**src/rtl/mem_stage_pkg.sv**
```systemverilog
// Shared definitions for the memory stage: FSM encoding, default parameters,
// and the writeback bundle widths that writeback and execute forwarding also use.
package mem_stage_pkg;
  typedef enum logic {IDLE = 1'b0, ACCESS = 1'b1} state_e;

  localparam int TIMEOUT_DEFAULT = 15;
  localparam int REG_W_DEFAULT   = 3;
  localparam int DATA_W          = 16;
  localparam int CNT_W           = 5;
endpackage

```
**src/rtl/mem_timeout_ctr.sv**
```systemverilog
// Saturating access-cycle counter; flags the ACCESS cycle whose increment
// would bring the count up to TIMEOUT (TIMEOUT of 0 never expires).
module mem_timeout_ctr
  import mem_stage_pkg::*;
#(
  parameter int TIMEOUT = TIMEOUT_DEFAULT
) (
  input  logic clk,
  input  logic rst,
  input  logic clear_i,
  input  logic inc_i,
  output logic expired_o
);
  logic [CNT_W-1:0] cnt_q, cnt_d;

  always_comb begin
    cnt_d = cnt_q;
    if (clear_i) begin
      cnt_d = '0;
    end else if (inc_i && (cnt_q != '1)) begin
      cnt_d = cnt_q + 1'b1;
    end
  end

  always_ff @(posedge clk) begin
    if (rst) begin
      cnt_q <= '0;
    end else begin
      cnt_q <= cnt_d;
    end
  end

  assign expired_o = (TIMEOUT != 0) && inc_i && ((int'(cnt_q) + 1) >= TIMEOUT);
endmodule

```
**src/rtl/mem_stage.sv**
```systemverilog
// Memory stage: passes ALU results through, or runs a request/done access to
// data memory while stalling execute, then registers the writeback bundle.
module mem_stage
  import mem_stage_pkg::*;
#(
  parameter int TIMEOUT = TIMEOUT_DEFAULT,
  parameter int REG_W   = REG_W_DEFAULT
) (
  input  logic              clk,
  input  logic              rst,
  input  logic              in_valid,
  output logic              in_ready,
  input  logic [DATA_W-1:0] alu_res,
  input  logic [DATA_W-1:0] st_data,
  input  logic              mem_rd,
  input  logic              mem_wr,
  input  logic              reg_wr,
  input  logic [REG_W-1:0]  wr_reg,
  input  logic              halt,
  output logic              mem_req,
  output logic              mem_we,
  output logic [DATA_W-1:0] mem_addr,
  output logic [DATA_W-1:0] mem_wdata,
  input  logic [DATA_W-1:0] mem_rdata,
  input  logic              mem_done,
  output logic              wb_valid,
  output logic              wb_reg_wr,
  output logic [REG_W-1:0]  wb_reg,
  output logic [DATA_W-1:0] wb_data,
  output logic              wb_halt,
  output logic              wb_err,
  output logic              fwd_valid,
  output logic [REG_W-1:0]  fwd_reg,
  output logic [DATA_W-1:0] fwd_data
);
  state_e            state_q;
  logic              halted_q;
  logic              mem_req_q, mem_we_q;
  logic [DATA_W-1:0] mem_addr_q, mem_wdata_q;
  logic              cap_reg_wr_q, cap_halt_q;
  logic [REG_W-1:0]  cap_reg_q;
  logic              wb_valid_q, wb_reg_wr_q, wb_halt_q, wb_err_q;
  logic [REG_W-1:0]  wb_reg_q;
  logic [DATA_W-1:0] wb_data_q;
  logic              accept, is_mem, expired;

  assign in_ready = (state_q == IDLE) && !halted_q;
  assign accept   = in_valid && in_ready;
  assign is_mem   = mem_rd || mem_wr;

  mem_timeout_ctr #(.TIMEOUT(TIMEOUT)) u_tmo (
    .clk      (clk),
    .rst      (rst),
    .clear_i  (accept),
    .inc_i    (state_q == ACCESS),
    .expired_o(expired)
  );

  always_ff @(posedge clk) begin
    if (rst) begin
      state_q      <= IDLE;
      halted_q     <= 1'b0;
      mem_req_q    <= 1'b0;
      mem_we_q     <= 1'b0;
      mem_addr_q   <= '0;
      mem_wdata_q  <= '0;
      cap_reg_wr_q <= 1'b0;
      cap_halt_q   <= 1'b0;
      cap_reg_q    <= '0;
      wb_valid_q   <= 1'b0;
      wb_reg_wr_q  <= 1'b0;
      wb_reg_q     <= '0;
      wb_data_q    <= '0;
      wb_halt_q    <= 1'b0;
      wb_err_q     <= 1'b0;
    end else begin
      wb_valid_q <= 1'b0;
      case (state_q)
        IDLE: begin
          if (accept) begin
            if (!is_mem || alu_res[0]) begin
              // pass-through or misaligned access: retire next edge, no request
              wb_valid_q  <= 1'b1;
              wb_data_q   <= alu_res;
              wb_reg_q    <= wr_reg;
              wb_halt_q   <= halt;
              wb_reg_wr_q <= is_mem ? 1'b0 : reg_wr;
              wb_err_q    <= is_mem;
              if (halt) halted_q <= 1'b1;
            end else begin
              state_q      <= ACCESS;
              mem_req_q    <= 1'b1;
              mem_we_q     <= mem_wr;
              mem_addr_q   <= alu_res;
              mem_wdata_q  <= st_data;
              cap_reg_wr_q <= reg_wr;
              cap_reg_q    <= wr_reg;
              cap_halt_q   <= halt;
            end
          end
        end
        ACCESS: begin
          // completion takes priority over a coincident timeout
          if (mem_done || expired) begin
            state_q     <= IDLE;
            mem_req_q   <= 1'b0;
            mem_we_q    <= 1'b0;
            wb_valid_q  <= 1'b1;
            wb_reg_q    <= cap_reg_q;
            wb_halt_q   <= cap_halt_q;
            wb_err_q    <= !mem_done;
            wb_reg_wr_q <= mem_done && cap_reg_wr_q && !mem_we_q;
            wb_data_q   <= (mem_done && !mem_we_q) ? mem_rdata : mem_addr_q;
            if (cap_halt_q) halted_q <= 1'b1;
          end
        end
        default: state_q <= IDLE;
      endcase
    end
  end

  assign mem_req   = mem_req_q;
  assign mem_we    = mem_we_q;
  assign mem_addr  = mem_addr_q;
  assign mem_wdata = mem_wdata_q;
  assign wb_valid  = wb_valid_q;
  assign wb_reg_wr = wb_reg_wr_q;
  assign wb_reg    = wb_reg_q;
  assign wb_data   = wb_data_q;
  assign wb_halt   = wb_halt_q;
  assign wb_err    = wb_err_q;
  assign fwd_valid = wb_valid_q && wb_reg_wr_q;
  assign fwd_reg   = wb_reg_q;
  assign fwd_data  = wb_data_q;
endmodule

```
**config.mk**
```make
export PLATFORM = sky130hd
export DESIGN_NAME = mem_stage
export DESIGN_NICKNAME = d
export VERILOG_FILES = /design/src/rtl/mem_stage_pkg.sv /design/src/rtl/mem_timeout_ctr.sv /design/src/rtl/mem_stage.sv
export SDC_FILE = /design/constraint.sdc
export NUM_CORES = 1
export LEC_CHECK = 0
export CAP_MARGIN = 20
export CORE_ASPECT_RATIO = 1.75
export CORE_MARGIN = 2
export CORE_UTILIZATION = 42
export CTS_CLUSTER_SIZE = 24
export DETAILED_ROUTE_END_ITERATION = 12
export PLACE_DENSITY = 0.82
export SLEW_MARGIN = 20
export SYNTH_ARGS = -nofsm -noshare
export SYNTH_HDL_FRONTEND = slang
export SYNTH_SLANG_ARGS = --single-unit
```
**constraint.sdc**
```tcl
create_clock -name clk -period 2.9 [get_ports clk]
set_clock_uncertainty 0.05 [all_clocks]
set_input_delay 0.58 -clock clk [delete_from_list [all_inputs] [get_ports clk]]
set_output_delay 0.58 -clock clk [all_outputs]
set_load 0.1 [all_outputs]
```
# After elaboration in Yosys (flattened, before gate mapping)
# Index checks and enable logic that the tools add are counted.
word_totals:
  reg_bits: 69
  wordCells: 91
op_classes:
  add_sub_neg: 2
  magnitude_cmp: 1
  n_eq_ne: 7
  n_mux: 43
  bitwise: 2
  n_reduce_logical: 20
ops:
  columns: ["cell", "n"]
  rows:
  - ["2-to-1 mux 16 bit", 4]
  - [">= comparator 32 x 5 -> 1 bit (second input constant)", 1]
  - ["one-hot mux 16 bit (2 select lines)", 1]
  - ["2-to-1 mux 1 bit", 26]
  - ["one-hot mux 1 bit (2 select lines)", 8]
  - ["2-to-1 mux 3 bit", 3]
  - ["AND reduction 3 bit", 3]
  - ["logical AND 1 bit", 8]
  - ["adder 5 x 1 -> 6 bit (second input constant)", 1]
  - ["!= test 2 x 1 -> 1 bit (second input constant)", 3]
  - ["!= test 2 bit (second input constant)", 3]
  - ["one-hot mux 3 bit (2 select lines)", 1]
  - ["adder 5 x 1 -> 5 bit (second input constant)", 1]
  - ["!= test 5 bit (second input constant)", 1]
  - ["AND reduction 5 bit", 1]
  - ["zero test 1 bit", 4]
  - ["logical OR 1 bit", 3]
  - ["inverter 1 bit", 2]
  - ["OR reduction 2 bit", 1]

# Logic depth before layout (Yosys ltp)
depth:
  ltp_word: 6
  depth_mapped: 9
  ltp_nobuf: 7

# Cells and area by module
# A second synthesis with hierarchy kept.
unflattened:
  hier_cells: 408
  hier_area_um2: 3555.9
modules_own_cells:
  columns: ["module", "instances", "cells_per_inst", "area_each_um2"]
  rows:
  - ["mem_stage", 1, 370, 3226.8]
  - ["mem_timeout_ctr", 1, 38, 329.1]

# Worst setup path before layout
# Ideal clock, no wire load.
synth_timing:
  kind: "register -> output"
  start: "reg state_q"
  end: "out in_ready"
  arrival_ns: 2.015
  required_time_ns: 2.270
  setup_slack_ns: 0.255
  stages_incl_launch_ff: 4
  path_cell_list: "dfxtp_1 > clkbuf_1 > clkbuf_1 > nor2_1"
synth_between:
  elab_chain_len: 2
synth_rtl:
  columns: ["element", "line_no", "rtl"]
  rows:
  - ["from (decl)", "mem_stage.sv:36", "state_e state_q;"]
  - ["from (signal assigned)", "mem_stage.sv:61", "state_q <= IDLE;"]
  - ["from (signal assigned)", "mem_stage.sv:91", "state_q <= ACCESS;"]
  - ["from (signal assigned)", "mem_stage.sv:105", "state_q <= IDLE;"]
  - ["inverter 1 bit (no line)", null, null]
  - ["logical AND 1 bit", "mem_stage.sv:47", "assign in_ready = (state_q == IDLE) && !halted_q;"]
  - ["to (decl)", "mem_stage.sv:12", "output logic in_ready,"]
# No other way between the ends.

# Worst setup path after layout
layout_timing:
  start: "reg u_tmo.cnt_q[0]"
  end: "reg wb_reg_q[1], in the netlist fwd_reg[1]"
layout_between:
  elab_chain_len: 6
layout_rtl:
  columns: ["element", "line_no", "rtl"]
  rows:
  - ["from (decl)", "mem_timeout_ctr.sv:14", "logic [CNT_W-1:0] cnt_q, cnt_d;"]
  - ["from (signal assigned)", "mem_timeout_ctr.sv:29", "cnt_q <= cnt_d;"]
  - ["adder 5 x 1 -> 6 bit", "mem_timeout_ctr.sv:33", "assign expired_o = (TIMEOUT != 0) && inc_i && ((int'(cnt_q) + 1) >= TIMEOUT);"]
  - [">= comparator 32 x 5 -> 1 bit", "mem_timeout_ctr.sv:33", null]
  - ["logical AND 1 bit", "mem_timeout_ctr.sv:33", null]
  - ["logical OR 1 bit", "mem_stage.sv:104", "if (mem_done || expired) begin"]
  - ["!= test 2 x 1 -> 1 bit (no line)", null, null]
  - ["AND reduction 3 bit (no line)", null, null]
  - ["to (signal assigned)", "mem_stage.sv:85", "wb_reg_q <= wr_reg;"]
  - ["to (signal assigned)", "mem_stage.sv:109", "wb_reg_q <= cap_reg_q;"]
  - ["to (decl)", "mem_stage.sv:43", "logic [REG_W-1:0] wb_reg_q;"]
# No other way between the ends.
# A chain may end at the register's enable or synchronous reset.

==> impl_metrics.toml <==
[sta]
fin_tns_setup_ns = 0
max_slew.worst_pin.slew_ns = 0.7229
fmax_mhz = 396.5
grt_setup_unrepaired = "false"
max_slew_margin_pct = 51.81
post-route-min-period_ns = 2.522
final_number_of_setup_violating_endpoints = 0
timing_hold_violations_final = 0
share_of_the_clock_period_used_by_the_worst_path_after_layout_pct = 86.96
postLayoutSetupSlackWorst_ns = 0.3781
report.final.slew_viol_count = 0

[clock_tree]
cts_repair_resize_count = 0
clk_root_buffer_cell = "clkbuf_16"
clk_path_buf_depth = 2
tritoncts.num_buffers = 9
post_cts_hold_buffer_count = 0
clock-sinks = 69
cts.reportedPaths.clkPinSlew_ns = 0.05
cts_htree_levels = 3
clk_latency_ns = 0.32
tritoncts_clock_tree = "built"
post-cts-setup-buffer-count = 0

[drt]
antenna_left = 0
postRouteWirelength_um = 8290
wl_per_cell_um = 14.60
drt_drc_violations_left = 0
vias_per_cell = 5.130
detail_route.iter0.violations = 181
drt-pass1-iter-count = 4
dr_total_vias = 2914

[yosys]
ys_seq_elements = 69
synth_nets = 421
syn-mean-instance-area_sq_um = 8.462
netlist.area_leader.share_pct = 45.47
synthCells = 359
yosysSeqAreaShare_pct = 45.47
asyncSetResetFlopFracSynth_pct = 0
synth.yosys.warnings = 0
syn-cell-area_sq_um = 3038
ys_top_cells_by_area = "dfxtp_1 (45%), a21oi_1 (9.6%), nand2_1 (9.5%)"
yosysUniqueCellTypes = 40
synth_area_leader_cell = "dfxtp_1"
synth_ff_type = "dfxtp_1"
synth_edf_count = 0

[worst_setup_path]
worst_r2r_startpoint = "u_tmo.cnt_q[0]"
cp-start-kind = "flop"
setup.reg_to_reg.worst_slack_ns = 0.38
ff_to_ff_end = "fwd_reg[1]"
required_ns = 3.07
critPathKind = "flop to flop"
rr_worst_depth = 8
cp_max_fanout = 8
critical_path_arrival_ns = 2.69
worstSetupEndpointType = "flop"

[layout]
fin_nets = 540
final_design_area_no_fill_sq_um = 4429
cell_count_final_fillers_out = 568
postLayoutCoreUtil_pct = 62.12
area_growth_pct = 45.80
layout.cells.most_common_list = "buf_4 (91), nand2_1 (77), dfxtp_1 (69)"
post_route_cells_drive_above_1_share_pct = 24.48
antenna_cells = 0
most_common_cell_after_layout_fill_and_taps_aside = "buf_4"

[place]
gp_congestion = 0.8747
place.port_buffers = 136
dp_slack_ns = 0.3902
place.detailed.hpwl_um = 6183
dpl-instance-area_sq_um = 4169
dpl.cell_count = 553

[worst_hold_path]
hold_path_end = "mem_wdata[9]"
hp-class = "flop to flop"
timing.hold.worst_path_depth = 2
worstHoldStart = "mem_wdata[9]"

[run_status]
run_status = "complete, no violations"

[power]
worst_ir_drop_vdd_v = 0.0004152
leakage_uw = 0.001885
pwr_density_cell_nw_per_um2 = 662.0

[floorplanning]
fp.dieW_um = 68.29
placeableCoreArea_sq_um = 7131
num_io_pins = 137
number_of_core_rows = 41
initial_core_util_pct = 42.60
die-height_um = 116.5
fp.dieArea_sq_um = 7956

[global_routing]
grt_antenna_before_repair = 0
gr-usage-all-layers_pct = 21.57
grt_max_degree = 32
total_gr_overflow = 0
grt_pass1_vias = 2838
grt_first_pass_wirelength_um = 13050

[flow_run]
maxCapViolCount = 0
[stage by stage]
stage          power (uW)  hold slack [ns]
2_1_floorplan        1778           0.3865
3_3_place_gp         1991           0.3936
3_5_place_dp         2001           0.4005
4_1_cts              2964           0.4076
5_1_grt              3045           0.4238
6_report             2932           0.4043
[cell usage after synthesis (4+ instances only)]
| cell type | count |
|---|---|
| a21oi_1 | 58 |
| o221a_2 | 4 |
| nand2_1 | 77 |
| mux2i_1 | 17 |
| clkbuf_1 | 17 |
| dfxtp_1 | 69 |
| a22o_1 | 16 |
| buf_4 | 19 |
| nor2_1 | 36 |
[worst max-delay path, stage by stage (launching register included)]
cell     delay [ns]
dfxtp_1        0.47
ha_1           0.27
and3_1         0.17
ha_1           0.25
a311o_1        0.34
o31ai_4        0.31
buf_4          0.21
nand2_1        0.10
o221a_2        0.26
[worst max path at each step]
| stage | startpoint | to | slack, ns | cells after the start |
|---|---|---|---|---|
| 2_1_floorplan | state_q | in_ready | 0.25 | 3 |
| 3_5_place_dp | u_tmo.cnt_q[0] | fwd_reg[1] | 0.39 | 8 |
| 5_1_grt | u_tmo.cnt_q[0] | fwd_reg[1] | 0.24 | 8 |
| 4_1_cts | u_tmo.cnt_q[0] | fwd_reg[1] | 0.38 | 8 |
| 3_3_place_gp | u_tmo.cnt_q[0] | fwd_reg[2] | 0.47 | 8 |
| 6_report | u_tmo.cnt_q[0] | fwd_reg[1] | 0.38 | 8 |
[layer usage]
metal  up-vias  track usage [%]  routed length [um]
li1       1445                -                   -
met1      1354            23.86                3040
met2        96            38.38                4590
met3        19            4.432                 418
met4         0            9.733                 241
met5         -                0                   0
[final cells by class]
type / count / area [sq um]
inverter: 3 / 11.26
multi-input combinational: 246 / 1410
sequential: 69 / 1381
timing repair buffer: 149 / 1259
clock inverter: 2 / 10.01
tap: 86 / 107.6
fill: 601 / 2701
clock buffer: 13 / 250.2
[where the power goes]
| group | switching, uW | internal (uW) | total [uW] |
|---|---|---|---|
| clock network | 359 | 594 | 952 |
| registers | 43.3 | 1000 | 1050 |
| logic | 691 | 241 | 932 |
| total | 1090 | 1840 | 2930 |
[cell families after synthesis]
logic type,Yosys count,share of synthesized area (%)
fa+ha+maj,3,1.236
simple gates,131,18.45
xor+xnor,3,0.8651
flops,69,45.47
mux,17,5.601
compound gates,92,19.98
buf+inv,44,8.402
(Power assumes the default switching activity.)
